## config.mk

```make
export PLATFORM = sky130hd
export DESIGN_NAME = day_9_onehot_to_binary
export DESIGN_NICKNAME = d
export VERILOG_FILES = /design/src/rtl/day_9_onehot_to_binary.sv
export SDC_FILE = /design/constraint.sdc
export NUM_CORES = 1
export LEC_CHECK = 0
export BUFFER_PORTS_ARGS = -buffer_cell sky130_fd_sc_hd__buf_2
export CAP_MARGIN = 20
export CORE_MARGIN = 2
export CORE_UTILIZATION = 35
export CTS_BUF_LIST = sky130_fd_sc_hd__clkbuf_2 sky130_fd_sc_hd__clkbuf_4 sky130_fd_sc_hd__clkbuf_8
export CTS_CLUSTER_SIZE = 10
export DETAILED_ROUTE_END_ITERATION = 10
export HOLD_SLACK_MARGIN = 0.15
export RECOVER_POWER = 50
export SLEW_MARGIN = 10
export SYNTH_ARGS = -nofsm -noshare
export SYNTH_HDL_FRONTEND = slang
export SYNTH_SLANG_ARGS = --single-unit
```

## constraint.sdc

```tcl
create_clock -name clk -period 2.7 [get_ports clk]
set_input_delay 0.675 -clock clk [delete_from_list [all_inputs] [get_ports clk]]
set_output_delay 0.675 -clock clk [all_outputs]
set_load 0.02 [all_outputs]
```

## src/rtl/day_9_onehot_to_binary.sv

```systemverilog
// Registered one-hot to binary encoder with malformed-code detection.
// A code accepted over valid/ready appears as a binary index one cycle later.
// All-zero and multi-bit codes are flagged and counted in a saturating counter.
module day_9_onehot_to_binary #(
  parameter int unsigned ONE_HOT_W = 16,
  parameter int unsigned BIN_W     = 4,
  parameter int unsigned CNT_W     = 8
) (
  input  logic                 clk,
  input  logic                 reset_n,
  input  logic [ONE_HOT_W-1:0] one_hot_i,
  input  logic                 valid_i,
  output logic                 ready_o,
  output logic [BIN_W-1:0]     bin_o,
  output logic                 zero_o,
  output logic                 multi_o,
  output logic                 valid_o,
  input  logic                 ready_i,
  output logic [CNT_W-1:0]     err_cnt_o,
  input  logic                 err_clr_i
);

  localparam logic [CNT_W-1:0] CNT_MAX = '1;

  logic [BIN_W-1:0]     enc_c;
  logic [ONE_HOT_W-1:0] shifted_c;
  logic                 zero_c;
  logic                 multi_c;
  logic                 accept_c;
  logic [CNT_W-1:0]     cnt_base_c;
  logic [CNT_W-1:0]     cnt_next_c;

  // The output register is free when empty or being drained this cycle.
  assign ready_o  = !valid_o || ready_i;
  assign accept_c = valid_i && ready_o;

  // Lowest set bit wins, so a multi-bit code still reports a usable index.
  always_comb begin
    enc_c     = '0;
    shifted_c = '0;
    for (int i = int'(ONE_HOT_W) - 1; i >= 0; i--) begin
      shifted_c = one_hot_i >> i;
      if (shifted_c[0]) begin
        enc_c = BIN_W'(i);
      end
    end
  end

  // Code classification: no bit set, or clearing the lowest set bit leaves others.
  always_comb begin
    zero_c  = (one_hot_i == '0);
    multi_c = |(one_hot_i & (one_hot_i - ONE_HOT_W'(1)));
  end

  // Clear first, then count the current invalid accept so it is never lost.
  always_comb begin
    cnt_base_c = err_clr_i ? '0 : err_cnt_o;
    cnt_next_c = cnt_base_c;
    if (accept_c && (zero_c || multi_c) && (cnt_base_c != CNT_MAX)) begin
      cnt_next_c = cnt_base_c + CNT_W'(1);
    end
  end

  // Output stage: load on accept, drop valid on a bare transfer, hold on stall.
  always_ff @(posedge clk or negedge reset_n) begin
    if (!reset_n) begin
      bin_o   <= '0;
      zero_o  <= 1'b0;
      multi_o <= 1'b0;
      valid_o <= 1'b0;
    end else if (accept_c) begin
      bin_o   <= zero_c ? '0 : enc_c;
      zero_o  <= zero_c;
      multi_o <= multi_c;
      valid_o <= 1'b1;
    end else if (ready_i) begin
      valid_o <= 1'b0;
    end
  end

  // Saturating invalid-code counter.
  always_ff @(posedge clk or negedge reset_n) begin
    if (!reset_n) begin
      err_cnt_o <= '0;
    end else begin
      err_cnt_o <= cnt_next_c;
    end
  end

endmodule
```

==> reports/qor.txt, run 1 <==
status: finished clean
drt wl/cell: 12.83 microns
number of global-route vias before repair: 1,062
Max Cap Violations: 0
commonest non-fill, non-tap cell in the layout: buf_2
# Post-CTS Setup Buffers: 0
most frequent cells in the layout: buf_2 (28), nor2_1 (16), dfrtp_1 (15)
RSZ-0062 raised after global routing: no
clk_skew: 0.4360 ps
Fmax: 0.4283 GHz
DP Worst Slack: 46.37 ps
Via-to-Cell Ratio: 5.370
total global routing overflow: 0
top cell type's share of synthesized area: 32.57%
drt total wl: 2.810 mm
dpl hpwl: 2.217 mm
worst path arrival time: 2510 ps
P&R area growth vs syn: 25.30%
PortBufs: 36
antenna-violating nets left: 0
syn nets: 153
CP max-delay cell: or4_4
Die Y: 61.38 microns
actual slew at the worst max-slew pin: 836.3 ps
Post-Syn Area: 1152 sq um
# fillers: 320
Setup TNS: 0 ps
1st-iter DRT viols: 82
pwr/cell area: 359.5 nW/um^2
final setup fails: 0
Synth Warn #: 0
Initial Util: 37.14%
via count: 1,176
share of the clock period used by the worst path: 86.48%
post-CTS sizing: 0
Slew headroom: 44.24%
clk buf depth: 2
CTS Hold Bufs: 0
sequential fraction of the synthesis area: 32.57%
Rows: 20
clk slew on worst S/H paths: 90 ps
Crit Path Class: in2reg
Critical R2R Launch: err_cnt_o[1]$_DFF_PN0_
Fin. Hold Viols: 0
LEAKAGE: 0.6263 nW
fraction of layout cells with a size suffix above 1: 28.57%
DRC Markers: 0
Yosys cell types: 49
CTS tree: built
reg2reg path depth: 8
min Tclk post-route: 2335 ps
CTS Buf Count: 3
post-synthesis average cell area: 8.797 sq um
Sink Count: 15
final worst slack: 365.1 ps
hold slack final: 452.4 ps
Buf+Inv Stages, Crit Path: 1
CP max FO: 6
Synth Instances: 131
initial antenna violation count: 0
CP startpoint kind: input pin
# H-tree levels: 1
ys flop type: dfrtp_1
root buf cell: clkbuf_4
TritonRoute pass-1 iters: 4
slowest cell delay on critical path: 570 ps
Top Family by Delay on Critical Path: simple AND/OR/NAND/NOR gates
sequential cell area: 375.4 sq um
Die X: 61.38 microns
Total GRT Usage: 16.35%
EDFF count, synth: 0
reg2reg end: err_cnt_o[5]$_DFF_PN0_
CP Cell Sequence: buf_2 -> or4_4 -> o41ai_2 -> and3_1 -> o2111a_2 -> nor3_1 -> mux2_1
first-pass GRT wire length: 4.581 mm
area taken by multi-input logic gates: 730.7 sq um
last weighted congestion value of the routability-driven placer: 0.8237
Nets: 198
critical path depth: 7
largest net degree at the start of global routing: 16
largest cells by area after synthesis: dfrtp_1 (33%), nor2_1 (5.2%), nor2b_1 (4.3%)
Critical Path Sink Type: register
Placeable Area: 3103 sq um
Slew Viols, Final: 0
FF+latch count, synth: 15
Worst-Skew Late Latency: 290 ps
CP Data Required Time: 2880 ps
R2R Setup Slk: 570 ps
Die ar.: 3768 sq um
post-synth top area cell: dfrtp_1
hold crit path type: in2async
peak supply drop: 0.2544 mV
# IOs: 37
ant diodes: 0
async set-reset flop share out of synthesis: 100.0%
-- flip-flops by register name, indices dropped and copies added, names as in the netlist --
| name | flops |
|---|---|
| multi_o | 1 |
| zero_o | 1 |
| err_cnt_o | 8 |
| valid_o | 1 |
| bin_o | 4 |
-- cells by family after synthesis --
| logic type | count (synthesis) | share of synthesized area [%] |
|---|---|---|
| AO/OA/AOI/OAI | 33 | 20.52 |
| XOR/XNOR | 2 | 1.520 |
| adder cells (fa/ha/maj) | 2 | 1.954 |
| buffers and inverters | 10 | 4.017 |
| flip-flops | 15 | 32.57 |
| multiplexers | 6 | 6.080 |
| AND/OR/NAND/NOR | 63 | 33.33 |
-- how the worst max path moves through the flow --
stage | from | to
3_3_place_gp | one_hot_i[0] | err_cnt_o[3]$_DFF_PN0_
4_1_cts | one_hot_i[0] | err_cnt_o[3]$_DFF_PN0_
5_1_grt | one_hot_i[0] | err_cnt_o[3]$_DFF_PN0_
2_1_floorplan | err_clr_i | err_cnt_o[5]$_DFF_PN0_
6_report | one_hot_i[0] | err_cnt_o[3]$_DFF_PN0_
3_5_place_dp | one_hot_i[0] | err_cnt_o[3]$_DFF_PN0_
-- area by class of cell --
type | count | share of cell area [%]
well taps | 44 | 3.813
multi-input cells | 106 | 50.61
inverters | 6 | 1.560
flip-flops and latches | 15 | 26.00
repair buffers | 44 | 15.94
clock buffers | 4 | 2.080
-- synth_stat cells (3+ instances only) --
cell type and n:
inv_1 5, nor2b_1 8, dfrtp_1 15, mux2_1 4, a21oi_1 8, o31ai_1 3, nor4_1 3, nor3_1 3
nand2_1 8, o21ai_0 5, nand2b_1 4, nor2_1 16, nand4_1 4, nand3_1 5
-- per-stage QoR --
stage | power [W] | cell area, sq um | utilization, % | std cells
floorplan | 0.0003202 | 1152 | - | 131
global placement | 0.0003810 | 1424 | 45.89 | 215
detailed placement | 0.0003832 | 1424 | 45.89 | 215
CTS | 0.0005230 | 1454 | 46.85 | 219
global route | 0.0005473 | 1444 | 46.53 | 219
finish | 0.0005190 | 1444 | 46.53 | 219
-- power by group --
| group | switching, W | internal (W) | leakage [nW] |
|---|---|---|---|
| combinational | 0.0000832 | 0.0000488 | 0.409 |
| sequential | 0.00000872 | 0.000236 | 0.199 |
| clock | 0.0000742 | 0.0000676 | 0.0184 |
-- worst register-to-register path: cells and delay by family (launching register included) --
family          cells  cell delay, ps
buf+inv             1             170
fa+ha+maj           1             210
mux                 1             350
compound gates      1             210
simple gates        4             660
flops               1             420
-- metal layers --
metal	share of wire, %	global-route usage, %	vias up
met2	48	27.51	41
met3	6.0	2.101	5
li1	-	-	587
met1	45	21.38	543
met5	0	0	-
met4	1.6	6.383	0
No activity file was read; power rests on OpenSTA's default activity.
==> run 2, diff against run 1 <==
--- a/config.mk
+++ b/config.mk
@@ -5,7 +5,7 @@
 export SDC_FILE = /design/constraint.sdc
 export NUM_CORES = 1
 export LEC_CHECK = 0
-export BUFFER_PORTS_ARGS = -buffer_cell sky130_fd_sc_hd__buf_2
+export BUFFER_PORTS_ARGS = -buffer_cell sky130_fd_sc_hd__clkbuf_2
 export CAP_MARGIN = 20
 export CORE_MARGIN = 2
 export CORE_UTILIZATION = 35
@@ -14,6 +14,7 @@
 export DETAILED_ROUTE_END_ITERATION = 10
 export HOLD_SLACK_MARGIN = 0.15
 export RECOVER_POWER = 50
+export SETUP_SLACK_MARGIN = 0.4
 export SLEW_MARGIN = 10
 export SYNTH_ARGS = -nofsm -noshare
 export SYNTH_HDL_FRONTEND = slang
==> run 2 against run 1 <==
Effect of this change: clock skew up 7.8 ps; flip-flop and latch count unchanged; clock power down 7%; core utilization up 3.8 points; largest power group unchanged.
==> reports/qor.txt, run 2 (synthesis results as in run 1) <==
TritonRoute pass-1 iters: 4 (unchanged)
Setup TNS: 0 ps (unchanged)
Crit Path Class: in2reg
ant diodes: 0 (unchanged)
drt total wl: 3.010 mm (+7.1%)
Die ar.: 3768 sq um (unchanged)
most flop-heavy register: err_cnt_o
clk buf depth: 2 (unchanged)
last weighted congestion value of the routability-driven placer: 0.8014 (-2.7%)
actual slew at the worst max-slew pin: 825.9 ps (-10.43 ps)
Max Cap Violations: 0 (unchanged)
R2R Setup Slk: 640 ps (+70 ps)
fraction of layout cells with a size suffix above 1: 37.02% (+8.4 points)
largest net degree at the start of global routing: 16 (unchanged)
CP Data Required Time: 2880 ps (about the same)
PortBufs: 36 (unchanged)
CP max FO: 6 (unchanged)
number of global-route vias before repair: 1,092 (+2.8%)
first-pass GRT wire length: 4.802 mm (+4.8%)
root buf cell: clkbuf_4
worst path arrival time: 2460 ps (-50 ps)
Total GRT Usage: 17.32% (+0.97 points)
hold slack final: 440.2 ps (-12.25 ps)
via count: 1,165 (-0.94%)
Slew Viols, Final: 0 (unchanged)
Fmax: 0.4385 GHz (+2.4%)
1st-iter DRT viols: 69 (-16%)
biggest regs: err_cnt_o: 8 flops, bin_o: 4 flops
CTS Buf Count: 3 (unchanged)
Worst-Skew Late Latency: 290 ps (about the same)
antenna-violating nets left: 0 (unchanged)
Rows: 20 (unchanged)
final setup fails: 0 (unchanged)
share of the clock period used by the worst path: 84.46% (-2.0 points)
most frequent cells in the layout: clkbuf_2 (25), nor2_1 (16), dfrtp_1 (15)
CP startpoint kind: input pin
Pwr Total: 0.0005211 W (+0.40%)
Slew headroom: 44.94% (+0.70 points)
CTS tree: built
P&R area growth vs syn: 35.61%
Post-DP Area: 1468 sq um (+3.1%)
RSZ-0062 raised after global routing: yes
Initial Util: 37.14% (unchanged)
reg2reg path depth: 8 (unchanged)
Die Y: 61.38 microns (unchanged)
CTS Hold Bufs: 0 (unchanged)
Fin. Hold Viols: 0 (unchanged)
# IOs: 37 (unchanged)
total global routing overflow: 0 (unchanged)
hold crit path type: in2async
Critical Path Sink Type: register
reg2reg end: err_cnt_o[5]$_DFF_PN0_
Largest register FFs: 8 (unchanged)
DRC Markers: 0 (unchanged)
Sink Count: 15 (unchanged)
design area: 1563 sq um (+8.2%)
clk_skew: 8.223 ps (+7.787 ps)
# H-tree levels: 1 (unchanged)
Nets: 204 (+3.0%)
commonest non-fill, non-tap cell in the layout: clkbuf_2
drt wl/cell: 13.38 microns (+4.3%)
Via-to-Cell Ratio: 5.178 (-3.6%)
initial antenna violation count: 0 (unchanged)
dpl hpwl: 2.388 mm (+7.7%)
pwr/cell area: 333.5 nW/um^2 (-7.2%)
peak supply drop: 0.1992 mV (-22%)
Critical R2R Launch: err_cnt_o[0]$_DFF_PN0_
Placeable Area: 3103 sq um (unchanged)
status: finished clean
LEAKAGE: 0.6661 nW (+6.3%)
Die X: 61.38 microns (unchanged)
min Tclk post-route: 2281 ps (-54.36 ps)
clk slew on worst S/H paths: 100 ps (about the same)
==> run 2: cell types whose count changed in the layout (fill, tap and decap cells not counted), moves of 2 or more <==
cell | previous run | this run
buf_4 | 8 | 14
buf_2 | 28 | 2
clkinv_2 | 0 | 2
clkbuf_2 | 0 | 25
==> run 2: where the power goes <==
| part | internal [W] | leakage (nW) | switching, W |
|---|---|---|---|
| Clock | 0.0000552 | 0.0177 | 0.0000765 |
| Combinational | 0.0000555 | 0.450 | 0.0000880 |
| Sequential | 0.000236 | 0.199 | 0.00000952 |
==> run 2: per-stage QoR <==
| stage | worst slack (ps) | util [%] | std cells |
|---|---|---|---|
| final | 419.5 | 50.36 | 225 |
| after global routing | 348.7 | 50.36 | 225 |
| after CTS | 401.4 | 48.67 | 221 |
| after detailed placement | 42.11 | 47.30 | 215 |
| after global placement | 115.2 | 47.30 | 215 |
| after floorplan | 326.1 | - | 131 |
==> run 2: critical path, stage by stage <==
cell and delay [ps]:
buf_2 130, or4_4 540, o41ai_4 240, and3_1 190, o2111a_2 300, nor2_1 70, mux2_1 300
==> run 2: repair_timing <==
item | 4_1_cts | 5_1_grt
resized for setup | 0 | 9
pin swaps | 1 | 5
setup buffers | 2 | 4
hold endpoints to repair | 0 | 0
setup endpoints to repair | 2 | 6
==> run 2: per-layer routing <==
| metal | vias to the layer above | track usage [%] | part of all wire, % |
|---|---|---|---|
| met5 | - | 0 | 0 |
| met4 | 0 | 10.64 | 2.0 |
| met3 | 4 | 1.261 | 3.3 |
| met2 | 25 | 29.18 | 52 |
| met1 | 539 | 21.57 | 43 |
| li1 | 597 | - | - |
==> run 2: layout make-up <==
cell class                      count  area, sq um
Tap cell                           44        55.05
Clock buffer                        3        22.52
Sequential cell                    15        375.4
Clock inverter                      1        5.005
Inverter                            6        23.77
Multi-Input combinational cell    106        799.5
Timing Repair Buffer               50        281.5
Fill cell                         332         1540
==> run 2: worst max path at each step <==
| stage | startpoint | slack [ps] | cells after the start | end |
|---|---|---|---|---|
| 5_1_grt | one_hot_i[1] | 350 | 7 | err_cnt_o[6]$_DFF_PN0_ |
| 3_3_place_gp | one_hot_i[0] | 120 | 7 | err_cnt_o[6]$_DFF_PN0_ |
| 4_1_cts | one_hot_i[0] | 400 | 7 | err_cnt_o[6]$_DFF_PN0_ |
| 2_1_floorplan | one_hot_i[0] | 330 | 6 | err_cnt_o[3]$_DFF_PN0_ |
| 3_5_place_dp | one_hot_i[4] | 40 | 7 | err_cnt_o[1]$_DFF_PN0_ |
| 6_report | one_hot_i[1] | 420 | 7 | err_cnt_o[6]$_DFF_PN0_ |
